$ cat src/rtl/mips_wb_pkg.sv
`default_nettype none
// ============================================================================
// Package     : mips_wb_pkg
// Description : Shared widths and the writeback request type used by the
//               writeback merge stage and its long-latency result FIFO.
// Revision    : 1.0 - initial release
// ============================================================================
package mips_wb_pkg;

  localparam int DW   = 32;       // register write data width
  localparam int AW   = 5;        // register address width
  localparam int NREG = 1 << AW;  // architectural registers tracked by the scoreboard

  typedef struct packed {
    logic [AW-1:0] wa;
    logic [DW-1:0] wd;
  } wb_req_t;

endpackage
`default_nettype wire

$ cat src/rtl/wb_fifo.sv
`default_nettype none
// ============================================================================
// Module      : wb_fifo
// Description : Small synchronous FIFO of writeback requests. Pushes while
//               full and pops while empty are ignored. Head is the oldest
//               entry and is valid whenever empty=0.
// Revision    : 1.0 - initial release
// ============================================================================
module wb_fifo
  import mips_wb_pkg::*;
#(
  parameter int DEPTH = 4
) (
  input  logic    clk,
  input  logic    rst,
  input  logic    push,
  input  wb_req_t push_data,
  input  logic    pop,
  output logic    full,
  output logic    empty,
  output wb_req_t head
);

  localparam int            PW       = $clog2(DEPTH);
  localparam int            CW       = PW + 1;
  localparam logic [CW-1:0] FULL_CNT = CW'(DEPTH);

  wb_req_t       mem_q [DEPTH];
  wb_req_t       mem_d [DEPTH];
  logic [PW-1:0] wr_ptr_q, wr_ptr_d;
  logic [PW-1:0] rd_ptr_q, rd_ptr_d;
  logic [CW-1:0] count_q, count_d;
  logic          do_push;
  logic          do_pop;

  assign full    = (count_q == FULL_CNT);
  assign empty   = (count_q == '0);
  assign do_push = push && !full;
  assign do_pop  = pop && !empty;
  assign head    = mem_q[rd_ptr_q];

  // Next-state: storage write, pointer advance (wraps naturally, DEPTH is 2^n), occupancy
  always_comb begin
    mem_d    = mem_q;
    wr_ptr_d = wr_ptr_q;
    rd_ptr_d = rd_ptr_q;
    count_d  = count_q;
    if (do_push) begin
      mem_d[wr_ptr_q] = push_data;
      wr_ptr_d        = wr_ptr_q + PW'(1);
    end
    if (do_pop) begin
      rd_ptr_d = rd_ptr_q + PW'(1);
    end
    case ({do_push, do_pop})
      2'b10:   count_d = count_q + CW'(1);
      2'b01:   count_d = count_q - CW'(1);
      default: count_d = count_q;
    endcase
  end

  // State registers; reset empties the queue and discards stored entries
  always_ff @(posedge clk or negedge rst) begin
    if (!rst) begin
      for (int i = 0; i < DEPTH; i++) begin
        mem_q[i] <= '0;
      end
      wr_ptr_q <= '0;
      rd_ptr_q <= '0;
      count_q  <= '0;
    end else begin
      mem_q    <= mem_d;
      wr_ptr_q <= wr_ptr_d;
      rd_ptr_q <= rd_ptr_d;
      count_q  <= count_d;
    end
  end

endmodule
`default_nettype wire

$ cat src/rtl/wb_merge.sv
`default_nettype none
// ============================================================================
// Module      : wb_merge
// Description : Writeback merge stage driving the single register-file write
//               port. Pipeline WB results win; buffered long-latency results
//               fill the idle slots. Tracks outstanding long-latency
//               destinations for decode interlock and raises wb_hold to force
//               a free slot when the FIFO is full or has waited too long.
// Revision    : 1.0 - initial release
// ============================================================================
module wb_merge
  import mips_wb_pkg::*;
#(
  parameter int DEPTH      = 4,
  parameter int STARVE_MAX = 8
) (
  input  logic          clk,
  input  logic          rst,
  input  logic          pipe_we,
  input  logic [AW-1:0] pipe_wa,
  input  logic [DW-1:0] pipe_wd,
  input  logic          ll_valid,
  output logic          ll_ready,
  input  logic [AW-1:0] ll_wa,
  input  logic [DW-1:0] ll_wd,
  input  logic          issue_v,
  input  logic [AW-1:0] issue_wa,
  input  logic [AW-1:0] chk_ra1,
  input  logic [AW-1:0] chk_ra2,
  output logic          busy1,
  output logic          busy2,
  output logic          wb_hold,
  output logic          rf_we,
  output logic [AW-1:0] rf_wa,
  output logic [DW-1:0] rf_wd
);

  localparam int            SW         = $clog2(STARVE_MAX + 1);
  localparam logic [SW-1:0] STARVE_LIM = SW'(STARVE_MAX - 1);
  localparam logic [SW-1:0] STARVE_SAT = SW'(STARVE_MAX);

  logic            pipe_valid;
  logic            fifo_push;
  logic            fifo_pop;
  logic            fifo_full;
  logic            fifo_empty;
  wb_req_t         fifo_head;
  wb_req_t         ll_req;

  logic [NREG-1:0] pending_q, pending_d;
  logic [SW-1:0]   starve_q, starve_d;
  logic            wb_hold_q, wb_hold_d;
  logic            rf_we_q, rf_we_d;
  logic [AW-1:0]   rf_wa_q, rf_wa_d;
  logic [DW-1:0]   rf_wd_q, rf_wd_d;

  // A pipe write to r0 is a no-op, so it must not steal the slot from the FIFO
  assign pipe_valid = pipe_we && (pipe_wa != '0);
  // r0 results are acknowledged but never queued
  assign fifo_push  = ll_valid && ll_ready && (ll_wa != '0);
  assign fifo_pop   = !fifo_empty && !pipe_valid;
  assign ll_ready   = !fifo_full;
  assign ll_req     = '{wa: ll_wa, wd: ll_wd};

  wb_fifo #(
    .DEPTH (DEPTH)
  ) u_fifo (
    .clk       (clk),
    .rst       (rst),
    .push      (fifo_push),
    .push_data (ll_req),
    .pop       (fifo_pop),
    .full      (fifo_full),
    .empty     (fifo_empty),
    .head      (fifo_head)
  );

  // Write-port arbitration, scoreboard update, starvation tracking and hold request
  always_comb begin
    rf_we_d   = 1'b0;
    rf_wa_d   = rf_wa_q;
    rf_wd_d   = rf_wd_q;
    pending_d = pending_q;
    starve_d  = starve_q;

    if (pipe_valid) begin
      rf_we_d = 1'b1;
      rf_wa_d = pipe_wa;
      rf_wd_d = pipe_wd;
    end else if (fifo_pop) begin
      rf_we_d = 1'b1;
      rf_wa_d = fifo_head.wa;
      rf_wd_d = fifo_head.wd;
      pending_d[fifo_head.wa] = 1'b0;
    end

    // Applied after the clear so a same-index issue keeps the register busy
    if (issue_v && (issue_wa != '0)) begin
      pending_d[issue_wa] = 1'b1;
    end

    if (fifo_pop || fifo_empty) begin
      starve_d = '0;
    end else if (starve_q != STARVE_SAT) begin
      starve_d = starve_q + SW'(1);
    end

    wb_hold_d = fifo_full || (!fifo_empty && !fifo_pop && (starve_q == STARVE_LIM));
  end

  // Output and scoreboard registers
  always_ff @(posedge clk or negedge rst) begin
    if (!rst) begin
      rf_we_q   <= 1'b0;
      rf_wa_q   <= '0;
      rf_wd_q   <= '0;
      pending_q <= '0;
      starve_q  <= '0;
      wb_hold_q <= 1'b0;
    end else begin
      rf_we_q   <= rf_we_d;
      rf_wa_q   <= rf_wa_d;
      rf_wd_q   <= rf_wd_d;
      pending_q <= pending_d;
      starve_q  <= starve_d;
      wb_hold_q <= wb_hold_d;
    end
  end

  assign rf_we   = rf_we_q;
  assign rf_wa   = rf_wa_q;
  assign rf_wd   = rf_wd_q;
  assign wb_hold = wb_hold_q;
  assign busy1   = (chk_ra1 != '0) && pending_q[chk_ra1];
  assign busy2   = (chk_ra2 != '0) && pending_q[chk_ra2];

  // Re-issuing to an outstanding destination is illegal unless its result retires this cycle
  a_no_double_issue : assert property (@(posedge clk) disable iff (!rst)
    (issue_v && (issue_wa != '0)) |->
      (!pending_q[issue_wa] || (fifo_pop && (fifo_head.wa == issue_wa))));

  // Upstream must leave the slot free in the cycle after a hold request
  a_hold_frees_slot : assert property (@(posedge clk) disable iff (!rst)
    wb_hold_q |-> !pipe_we);

endmodule
`default_nettype wire

$ cat config.mk
export PLATFORM = sky130hd
export DESIGN_NAME = wb_merge
export DESIGN_NICKNAME = d
export VERILOG_FILES = /design/src/rtl/mips_wb_pkg.sv /design/src/rtl/wb_fifo.sv /design/src/rtl/wb_merge.sv
export SDC_FILE = /design/constraint.sdc
export NUM_CORES = 1
export LEC_CHECK = 0
export BUFFER_PORTS_ARGS = -buffer_cell sky130_fd_sc_hd__buf_2
export CAP_MARGIN = 25
export CORE_MARGIN = 2
export CORE_UTILIZATION = 60
export DETAILED_ROUTE_END_ITERATION = 10
export PLACE_DENSITY = 0.9
export SLEW_MARGIN = 20
export SYNTH_ARGS = -nofsm -noshare
export SYNTH_HDL_FRONTEND = slang
export SYNTH_HIERARCHICAL = 1
export SYNTH_SLANG_ARGS = --single-unit
$ cat constraint.sdc
create_clock -name clk -period 4 [get_ports clk]
set_input_delay 1 -clock clk [delete_from_list [all_inputs] [get_ports clk]]
set_output_delay 1 -clock clk [all_outputs]
set_load 0.005 [all_outputs]
# Word-level counts from Yosys, hierarchy flattened

Index checks and enable logic that the tools add are counted.

Word-level logic and storage cells: 96
Output and inout bits: 42
Bits in registers: 230
Input port bits: 94

Add/sub/neg operators: 5
Equality and inequality tests: 5
Reductions and logical operators: 29
Bitwise operators: 5
$lt $le $gt $ge: 9
Muxes and demuxes: 26

Operators with widths:

| cell                                                                  | number |
|---|---|
| 32-bit two-way mux                                                    | 5 |
| 148-bit bitwise mux                                                   | 1 |
| 37-bit two-way mux                                                    | 3 |
| 37-bit binary-select mux with 2-bit select                            | 1 |
| 37-bit demux with 2-bit select                                        | 1 |
| 32-bit bitwise AND                                                    | 1 |
| 32-bit inverter                                                       | 1 |
| 32-bit bitwise OR                                                     | 1 |
| 5-bit nonzero test                                                    | 5 |
| 5-bit by 6-bit < comparator with 1-bit output, second input constant  | 4 |
| 1-bit logical AND                                                     | 14 |
| 1-bit binary-select mux with 5-bit select                             | 2 |
| 1-bit demux with 5-bit select                                         | 2 |
| 5-bit by 1-bit >= comparator with 1-bit output, second input constant | 2 |
| 5-bit two-way mux                                                     | 2 |
| 4-bit two-way mux                                                     | 2 |
| 3-bit >= comparator, second input constant                            | 2 |
| 1-bit two-way mux                                                     | 6 |
| 2-bit inverter with 3-bit output                                      | 2 |
| 3-bit case mux with 2 select lines                                    | 1 |
| 2-bit nonzero test                                                    | 3 |
| 2-bit by 1-bit adder with 2-bit output, second input constant         | 2 |
| 4-bit by 1-bit adder with 4-bit output, second input constant         | 1 |
| 4-bit by 3-bit == test with 1-bit output, second input constant       | 1 |
| other kinds (10)                                                      | 14 |

# Depth between registers and ports, before layout

Gate-level depths: netlist of run 1.

Word-level depth: 14
Depth in mapped cells: 12
Gate-level depth less buffers: 10

# By module

The synthesis of run 1 kept the hierarchy.

By module, submodules not included:

| module   | sequential area each (um^2) | cells each | instances | area each (um^2) |
|---|---|---|---|---|
| wb_fifo  | 3,878.7                     | 393        | 1         | 6,907.9 |
| wb_merge | 1,876.8                     | 403        | 1         | 4,102.7 |

# Worst setup path before layout of run 1

No wires, ideal clock.

Path type: input to register
Start: input port pipe_wa[2]
End: register u_fifo.count_q[2]
Data required time: 3.921 ns
Setup time: 0.079 ns
Path buffers: 2
Stages on the path: 12
Path slack: 0.566 ns
Arrival: 3.355 ns
Path through: or4_4 > o21a_4 > buf_2 > clkbuf_1 > nor2_1 > o31a_1 > ha_1 > inv_1 > fa_1 > xor2_1 > nor2_1 > xor2_1

Longest elaborated chain between the ends: 7
Elaborated cells on any way between the ends: 9
Those cells by class: 2 x eq/ne; 1 x mux; 6 x reduce/logical

RTL lines:

| item                                                                             | RTL line       | source |
|---|---|---|
| start, declared                                                                  | wb_merge.sv:20 | `input logic [AW-1:0] pipe_wa,` |
| 5-bit nonzero test *                                                             | wb_merge.sv:58 | `assign pipe_valid = pipe_we && (pipe_wa != '0);` |
| 1-bit logical AND *                                                              | wb_merge.sv:58 |  |
| 1-bit zero test *                                                                | wb_merge.sv:61 | `assign fifo_pop = !fifo_empty && !pipe_valid;` |
| 1-bit logical AND *                                                              | wb_merge.sv:61 |  |
| net fifo_pop                                                                     | wb_merge.sv:44 | `logic fifo_pop;` |
| 1-bit logical AND *                                                              | wb_fifo.sv:39  | `assign do_pop = pop && !empty;` |
| net u_fifo.do_pop                                                                | wb_fifo.sv:34  | `logic do_pop;` |
| 2-bit by 1-bit == test with 1-bit output / 2-bit == test (equally long branches) | wb_fifo.sv:55  | `case ({do_push, do_pop})` |
| 3-bit case mux with 2 select lines / 2-bit nonzero test (equally long branches)  | n/a            |  |
| end signal, assigned                                                             | wb_fifo.sv:75  | `count_q <= count_d;` |
| end, declared                                                                    | wb_fifo.sv:32  | `logic [CW-1:0] count_q, count_d;` |

Mark *: on every way through the listed nets, which the timed path passes. The rest lies on a longest branch.
A chain may end at the register's enable or synchronous reset.

# Worst setup path after layout of run 1

Start: input port chk_ra2[0]
End: output port busy2

Longest elaborated chain between the ends: 3
Elaborated cells on any way between the ends: 4
Those cells by class: 2 x mux; 2 x reduce/logical

RTL lines:

| item                                      | RTL line        | source |
|---|---|---|
| start, declared                           | wb_merge.sv:29  | `input logic [AW-1:0] chk_ra2,` |
| 1-bit binary-select mux with 5-bit select | wb_merge.sv:135 | `assign busy2 = (chk_ra2 != '0) && pending_q[chk_ra2];` |
| 1-bit two-way mux (not written as such)   | wb_merge.sv:135 |  |
| 1-bit logical AND *                       | wb_merge.sv:135 |  |
| end, declared                             | wb_merge.sv:31  | `output logic busy2,` |

Mark *: on every way between the ends. The rest lies on a longest branch, timed or not. The select of a mux whose other input is x is not followed.

==> results.cfg, run 1 <==
[floorplan]
row_count = 49
io_pins = 136
dieArea_um2 = 19500
fp.coreArea_um2 = 18000
start_util = 0.613
die-width_um = 139
fp.dieH_um = 139

[cts]
cts_resized = 0
clk_path_buf_depth = 3
cts-root-buf = clkbuf_16
numCtsBuffers = 25
cts_tree = built
cts.sinks = 230
cts_setup_buffers = 0
clock_latency_ps = 520
clkTransAtPathRegs_ps = 60
hold_buffers = 0
cts-htree-levels = 1

[synthesis]
yosys-top-cells-area = dfrtp_1 (52%), mux2_2 (13%), mux4_2 (11%), mux2i_1 (4.2%), mux2_4 (2.9%)
synth_flop_cell = dfrtp_1
ys_warn_count = 6
syn_area_um2 = 11000
yosys.area.top_type = dfrtp_1
yosysMostFrequentCell = dfrtp_1
async_reset_ff_frac = 1.00
synth_common_cells = dfrtp_1 (230), mux2_2 (130), nand2_1 (77), mux4_2 (52), o21ai_0 (52)
syn-instance-count = 796
ys_ff_latch = 230
synth_cell_types = 50
ys_seq_area_frac = 0.523
syn-mean-instance-area_um2 = 13.8
synth_top_area_share = 0.523
syn-num-nets = 898
synth-edff-count = 0

[hold_path]
worst_hold_path_type = in2async

[setup_path]
worstSetupStartpointType = input port
end_kind = primary output
ff2ff_setup_slack_ps = 1230
critPathArrivalTime_ps = 2590
critPathMaxFanout = 7
reg2reg_from = u_fifo/count_q[0]$_DFFE_PN0P_
r2r_end = u_fifo/count_q[2]$_DFFE_PN0P_
worstPathRequired_ps = 3000
critical_path_class = in2out
worstRegToRegCells = 10

[power_and_ir_drop]
vdd_ir_drop_max_v = 0.000536
power_mw = 10.3
seq_power_share = 0.403
internal_power_mw = 6.98
p_sw_frac = 0.324
switchingPower_mw = 3.35
power_density_nw_per_um2 = 823
power_leakage_nw = 5.57
p_clk_frac = 0.209
pwr-share-comb = 0.388

[timing]
fmax_mhz = 279
whs_ps = 462
tightestPinTransition_ps = 1040
slew-limit-headroom = 0.307
timing.setup.tns_ps = 0
fin_crit_ps = 3590
setup_violations = 0
finalHoldViolations = 0
rsz0062_at_grt = false
fin_skew_ps = 19.3
timing.final.ws_setup_ps = 411
slew_violations = 0
fin_crit_sh = 0.897

[layout]
fin_nets = 1020
fillers = 1205
final_cell_area_um2 = 12600
register_area_um2 = 5760
multi_input_area_um2 = 4870
syn2layout_area_growth_pct = 14.0
drive_gt1_frac = 0.423
stdcell_count = 1164
final_util = 0.699

[global_routing]
grt_pass1_vias = 7592
met3_usage = 0.0485
grt_use_met1 = 0.330
antenna_found_initial = 2
gr-total-overflow = 0
globalRouteMet2Util = 0.414
busiest_layer = met2
grtUsageTotal = 0.245
grt_max_degree = 107
grt_pass1_wl_um = 38900

[placement]
place_ws_ps = 393
portBuffers = 135
dp_hpwl_um = 15000
place_congestion = 0.859
dp.cells = 1120
dpl-instance-area_um2 = 11800

[detailed_routing]
routed_via_density = 6.13
antenna_left = 0
drt_first_pass_iters = 6
wl_um = 23500
routedWlPerCell_um = 20.2
drt-initial-drc-count = 371
route.vias.total = 7131
drc = 0

[run]
drv_cap = 0

[outcome]
status = finished clean
## power groups by stage
| stage | Combinational, mW | Clock, mW | Sequential, mW |
|---|---|---|---|
| after floorplan | 3.17 | 0 | 3.92 |
| after global placement | 3.84 | 0 | 4.10 |
| after detailed placement | 4.00 | 0 | 4.17 |
| after CTS | 4.02 | 2.20 | 4.15 |
| after global routing | 4.35 | 2.29 | 4.30 |
| final | 4.01 | 2.16 | 4.16 |
## per-layer routing
metal	up-vias	part of all wire
met1	3654	0.41
met4	2	0.021
met5	-	0.00068
li1	3164	-
met2	262	0.50
met3	49	0.068
## state kept, by name (all words and copies together), names as in the netlist
name and count:
u_fifo/mem_q 148, pending_q 32, rf_wd 32, rf_wa 5
starve_q 4, u_fifo/count_q 3, u_fifo/rd_ptr_q 2, u_fifo/wr_ptr_q 2
rf_we 1, wb_hold 1
## layout by cell type, fill, tap and decap left out, drive strengths merged, types with 2 or more instances in the layout
| cell type | count |
|---|---|
| dfrtp | 230 |
| mux2 | 151 |
| buf | 146 |
| nand2 | 77 |
| o21ai | 53 |
| mux4 | 52 |
| mux2i | 46 |
| clkbuf | 38 |
| inv | 27 |
| o41ai | 15 |
| a22oi | 13 |
| nor2 | 10 |
| nor3b | 8 |
| ha | 7 |
| nor3 | 7 |
| nand3b | 5 |
| and3 | 4 |
| xnor2 | 4 |
| xor2 | 4 |
| nand3 | 3 |
| or4 | 3 |
| or3 | 2 |
| nor2b | 2 |
| and3b | 2 |
| nand2b | 2 |
| a32oi | 2 |
| o211ai | 2 |
| a21oi | 2 |
| clkinv | 2 |
| or3b | 2 |
## how the worst max path moves through the flow
stage,from,slack (ps),to
finish,chk_ra2[0],410,busy2
global route,chk_ra2[0],270,busy2
CTS,chk_ra2[0],390,busy2
detailed placement,chk_ra2[0],390,busy2
global placement,chk_ra2[0],420,busy2
floorplan,pipe_wa[2],570,u_fifo/count_q[2]$_DFFE_PN0P_
## final cells by class
cell class,instances,area share
Tap cell,229,0.0228
Antenna cell,1,0.000199
Clock inverter,5,0.00458
Inverter,25,0.00747
Sequential cell,230,0.459
Timing Repair Buffer,146,0.0622
Multi-Input combinational cell,490,0.388
Clock buffer,38,0.0561
## cell families (layout without fill, tap and decap cells)
| group | Yosys count | after routing | synth area share |
|---|---|---|---|
| flops | 230 | 230 | 0.523 |
| buf+inv | 76 | 214 | 0.0351 |
| compound gates | 94 | 94 | 0.0551 |
| fa+ha+maj | 8 | 8 | 0.00977 |
| simple gates | 131 | 131 | 0.0611 |
| mux | 249 | 249 | 0.310 |
| other cells | 0 | 1 | 0 |
| xor+xnor | 8 | 8 | 0.00636 |
## critical path, cell delays in order
cell     delay, ps
buf_2          200
mux4_2         520
mux2i_1        160
nor3b_1         60
or4_1          510
buf_2          140
Power figures use the tool's default switching activity.
==> run 2, diff against run 1 <==
--- a/config.mk
+++ b/config.mk
@@ -14,5 +14,4 @@
 export SLEW_MARGIN = 20
 export SYNTH_ARGS = -nofsm -noshare
 export SYNTH_HDL_FRONTEND = slang
-export SYNTH_HIERARCHICAL = 1
 export SYNTH_SLANG_ARGS = --single-unit
==> constraint.sdc (replaced) <==
create_clock -name clk -period 4.2 [get_ports clk]
set_input_delay 1.05 -clock clk [delete_from_list [all_inputs] [get_ports clk]]
set_output_delay 1.05 -clock clk [all_outputs]
set_load 0.005 [all_outputs]
==> run 2 against run 1 <==
  * Clock skew down 12 ps
  * Critical path depth unchanged
  * Wire length up 6.1%
  * Count of clock-buffer cells in the layout down 2
  * Hold slack better by 19 ps
  * Final cell count up 9.0%
  * Synthesized cell count up 9.8%
  * Utilization down 0.71 points
  * Non-clock buffer count down 1
  * Combinational power up 7.2%
==> results.cfg, run 2 <==
[run]
drv_cap = 0

[layout]
stdcell_count = 1269
final_common_cell = dfrtp_1
syn2layout_area_growth_pct = 12.4
largest-register = u_fifo.mem_q
largest_reg_flops = 148
layout_common_cells = dfrtp_1 (228), buf_2 (134), mux2_4 (120)
drive_gt1_frac = 0.393
multi_input_area_um2 = 5370
fin_nets = 1097
fillers = 1298
register_area_um2 = 5760
diodes = 0

[global_routing]
antenna_found_initial = 1
gr-total-overflow = 0
grt_pass1_vias = 7844
grt_max_degree = 129
grtUsageTotal = 0.254
grt_pass1_wl_um = 40800

[synthesis]
yosysMostFrequentCell = dfrtp_1
syn-num-nets = 976
synth_cell_types = 44
syn-mean-instance-area_um2 = 13.3
synth_compound_area_frac = 0.0439
synthXorXnorAreaFrac = 0.00604
synth_top_area_share = 0.496
syn_area_um2 = 11600
ys_ff_latch = 230
synth_fa_ha_area_frac = 0.00928
synth-edff-count = 0
synth-simple-area-share = 0.104
ys_warn_count = 0
async_reset_ff_frac = 1.00
yosys.area.top_type = dfrtp_1
ys_seq_area_frac = 0.496
yosys-top-cells-area = dfrtp_1 (50%), mux2_4 (16%), mux4_2 (9.3%), nor2_1 (3.8%), mux2_2 (2.9%)
synth_common_cells = dfrtp_1 (230), mux2_4 (120), nor2_1 (116), nand2_1 (81), a31oi_1 (49)
synthMuxAreaShare = 0.299
synth_top_family_by_area = multiplexers
synth_flop_cell = dfrtp_1
syn-instance-count = 874

[power_and_ir_drop]
power_mw = 10.5
power_density_nw_per_um2 = 810
power_leakage_nw = 6.10
vdd_ir_drop_max_v = 0.000493

[floorplan]
row_count = 50
fp.coreArea_um2 = 18800
fp.dieH_um = 143
dieArea_um2 = 20400
io_pins = 136
start_util = 0.616
die-width_um = 143

[cts]
cts_setup_buffers = 0
cts-root-buf = clkbuf_16
cts-htree-levels = 1
cts.sinks = 230
clk_path_buf_depth = 3
cts_resized = 0
clkTransAtPathRegs_ps = 60
cts_tree = built
hold_buffers = 0
numCtsBuffers = 25
clock_latency_ps = 510

[placement]
place_congestion = 0.879
portBuffers = 135
dp.cells = 1228
dp_hpwl_um = 16200

[setup_path]
critical_path_class = in2out
worstPathRequired_ps = 3150
critPathArrivalTime_ps = 2620
r2r_end = pending_q[9]$_DFF_PN0_
critPathCapture = busy1
worstSetupStartpointType = input port
reg2reg_from = u_fifo.count_q[0]$_DFFE_PN0P_
worstRegToRegCells = 4
critPathMaxFanout = 7
end_kind = primary output
crit_start = chk_ra1[0]
ff2ff_setup_slack_ps = 1440

[detailed_routing]
wl_um = 25000
antenna_left = 0
routed_via_density = 5.88
drc = 0
routedWlPerCell_um = 19.7
drt-initial-drc-count = 382
route.vias.total = 7467
drt_first_pass_iters = 5

[timing]
timing.setup.tns_ps = 0
setup_violations = 0
rsz0062_at_grt = false
fin_crit_sh = 0.873
fin_crit_ps = 3670
finalHoldViolations = 0
tightestPinTransition_ps = 935
whs_ps = 481
slew_violations = 0
fin_skew_ps = 7.68
slew-limit-headroom = 0.377
fmax_mhz = 273

[hold_path]
worst_hold_path_type = in2async

[outcome]
status = finished clean
run 2: changes by cell type after synthesis, moves of 15 or more:
cell,previous run,this run
o21ai_0,52,9
a21oi_1,2,18
nor2_1,6,116
mux2i_1,46,24
mux2_2,130,30
mux2_4,21,120
o41ai_1,15,0
a31oi_1,0,49
run 2: metal layers:
layer	routed length, µm	global-route usage
met5	13	0
met4	546	0.0792
met1	10500	0.344
met2	12600	0.425
met3	1380	0.0406
run 2: power by group:
group / internal (mW) / switching [mW] / total, mW
logic: 2.49 / 1.81 / 4.30
clock network: 1.22 / 0.853 / 2.07
registers: 3.34 / 0.830 / 4.18
total: 7.06 / 3.49 / 10.5
run 2: area by class of cell:
type,instances,area share
flip-flops and latches,230,0.442
repair buffers,145,0.0593
multi-input cells,582,0.412
clock inverters,5,0.00413
inverters,11,0.00317
well taps,260,0.0250
clock buffers,36,0.0543
run 2: cell families after synthesis:
group,Yosys count
multiplexers,222
XOR/XNOR,8
AND/OR/NAND/NOR,260
adder cells (fa/ha/maj),8
AO/OA/AOI/OAI,84
buffers and inverters,62
flip-flops,230
run 2: metrics by stage:
step / util / setup slack, ps / cell area (µm²)
after detailed placement: 0.651 / 516 / 12300
after CTS: 0.692 / 515 / 13000
after floorplan: - / 798 / 11600
after global routing: 0.692 / 477 / 13000
after global placement: 0.651 / 530 / 12300
final: 0.692 / 535 / 13000
run 2: how the worst min path moves through the flow:
stage | start | end | slack [ps] | cells past startpoint
floorplan | pending_q[0]$_DFF_PN0_ | pending_q[0]$_DFF_PN0_ | 470 | 2
global placement | u_fifo.mem_q[72]$_DFFE_PN0P_ | u_fifo.mem_q[72]$_DFFE_PN0P_ | 480 | 1
detailed placement | pending_q[0]$_DFF_PN0_ | pending_q[0]$_DFF_PN0_ | 490 | 2
CTS | rst | u_fifo.mem_q[16]$_DFFE_PN0P_ | 490 | 1
global route | rst | u_fifo.mem_q[56]$_DFFE_PN0P_ | 510 | 1
finish | rst | u_fifo.mem_q[56]$_DFFE_PN0P_ | 480 | 1
run 2: critical path: stages:
cell     delay, ps
buf_2          210
mux4_2         520
mux2i_1        140
nor3b_1         60
or4_1          480
buf_2          140
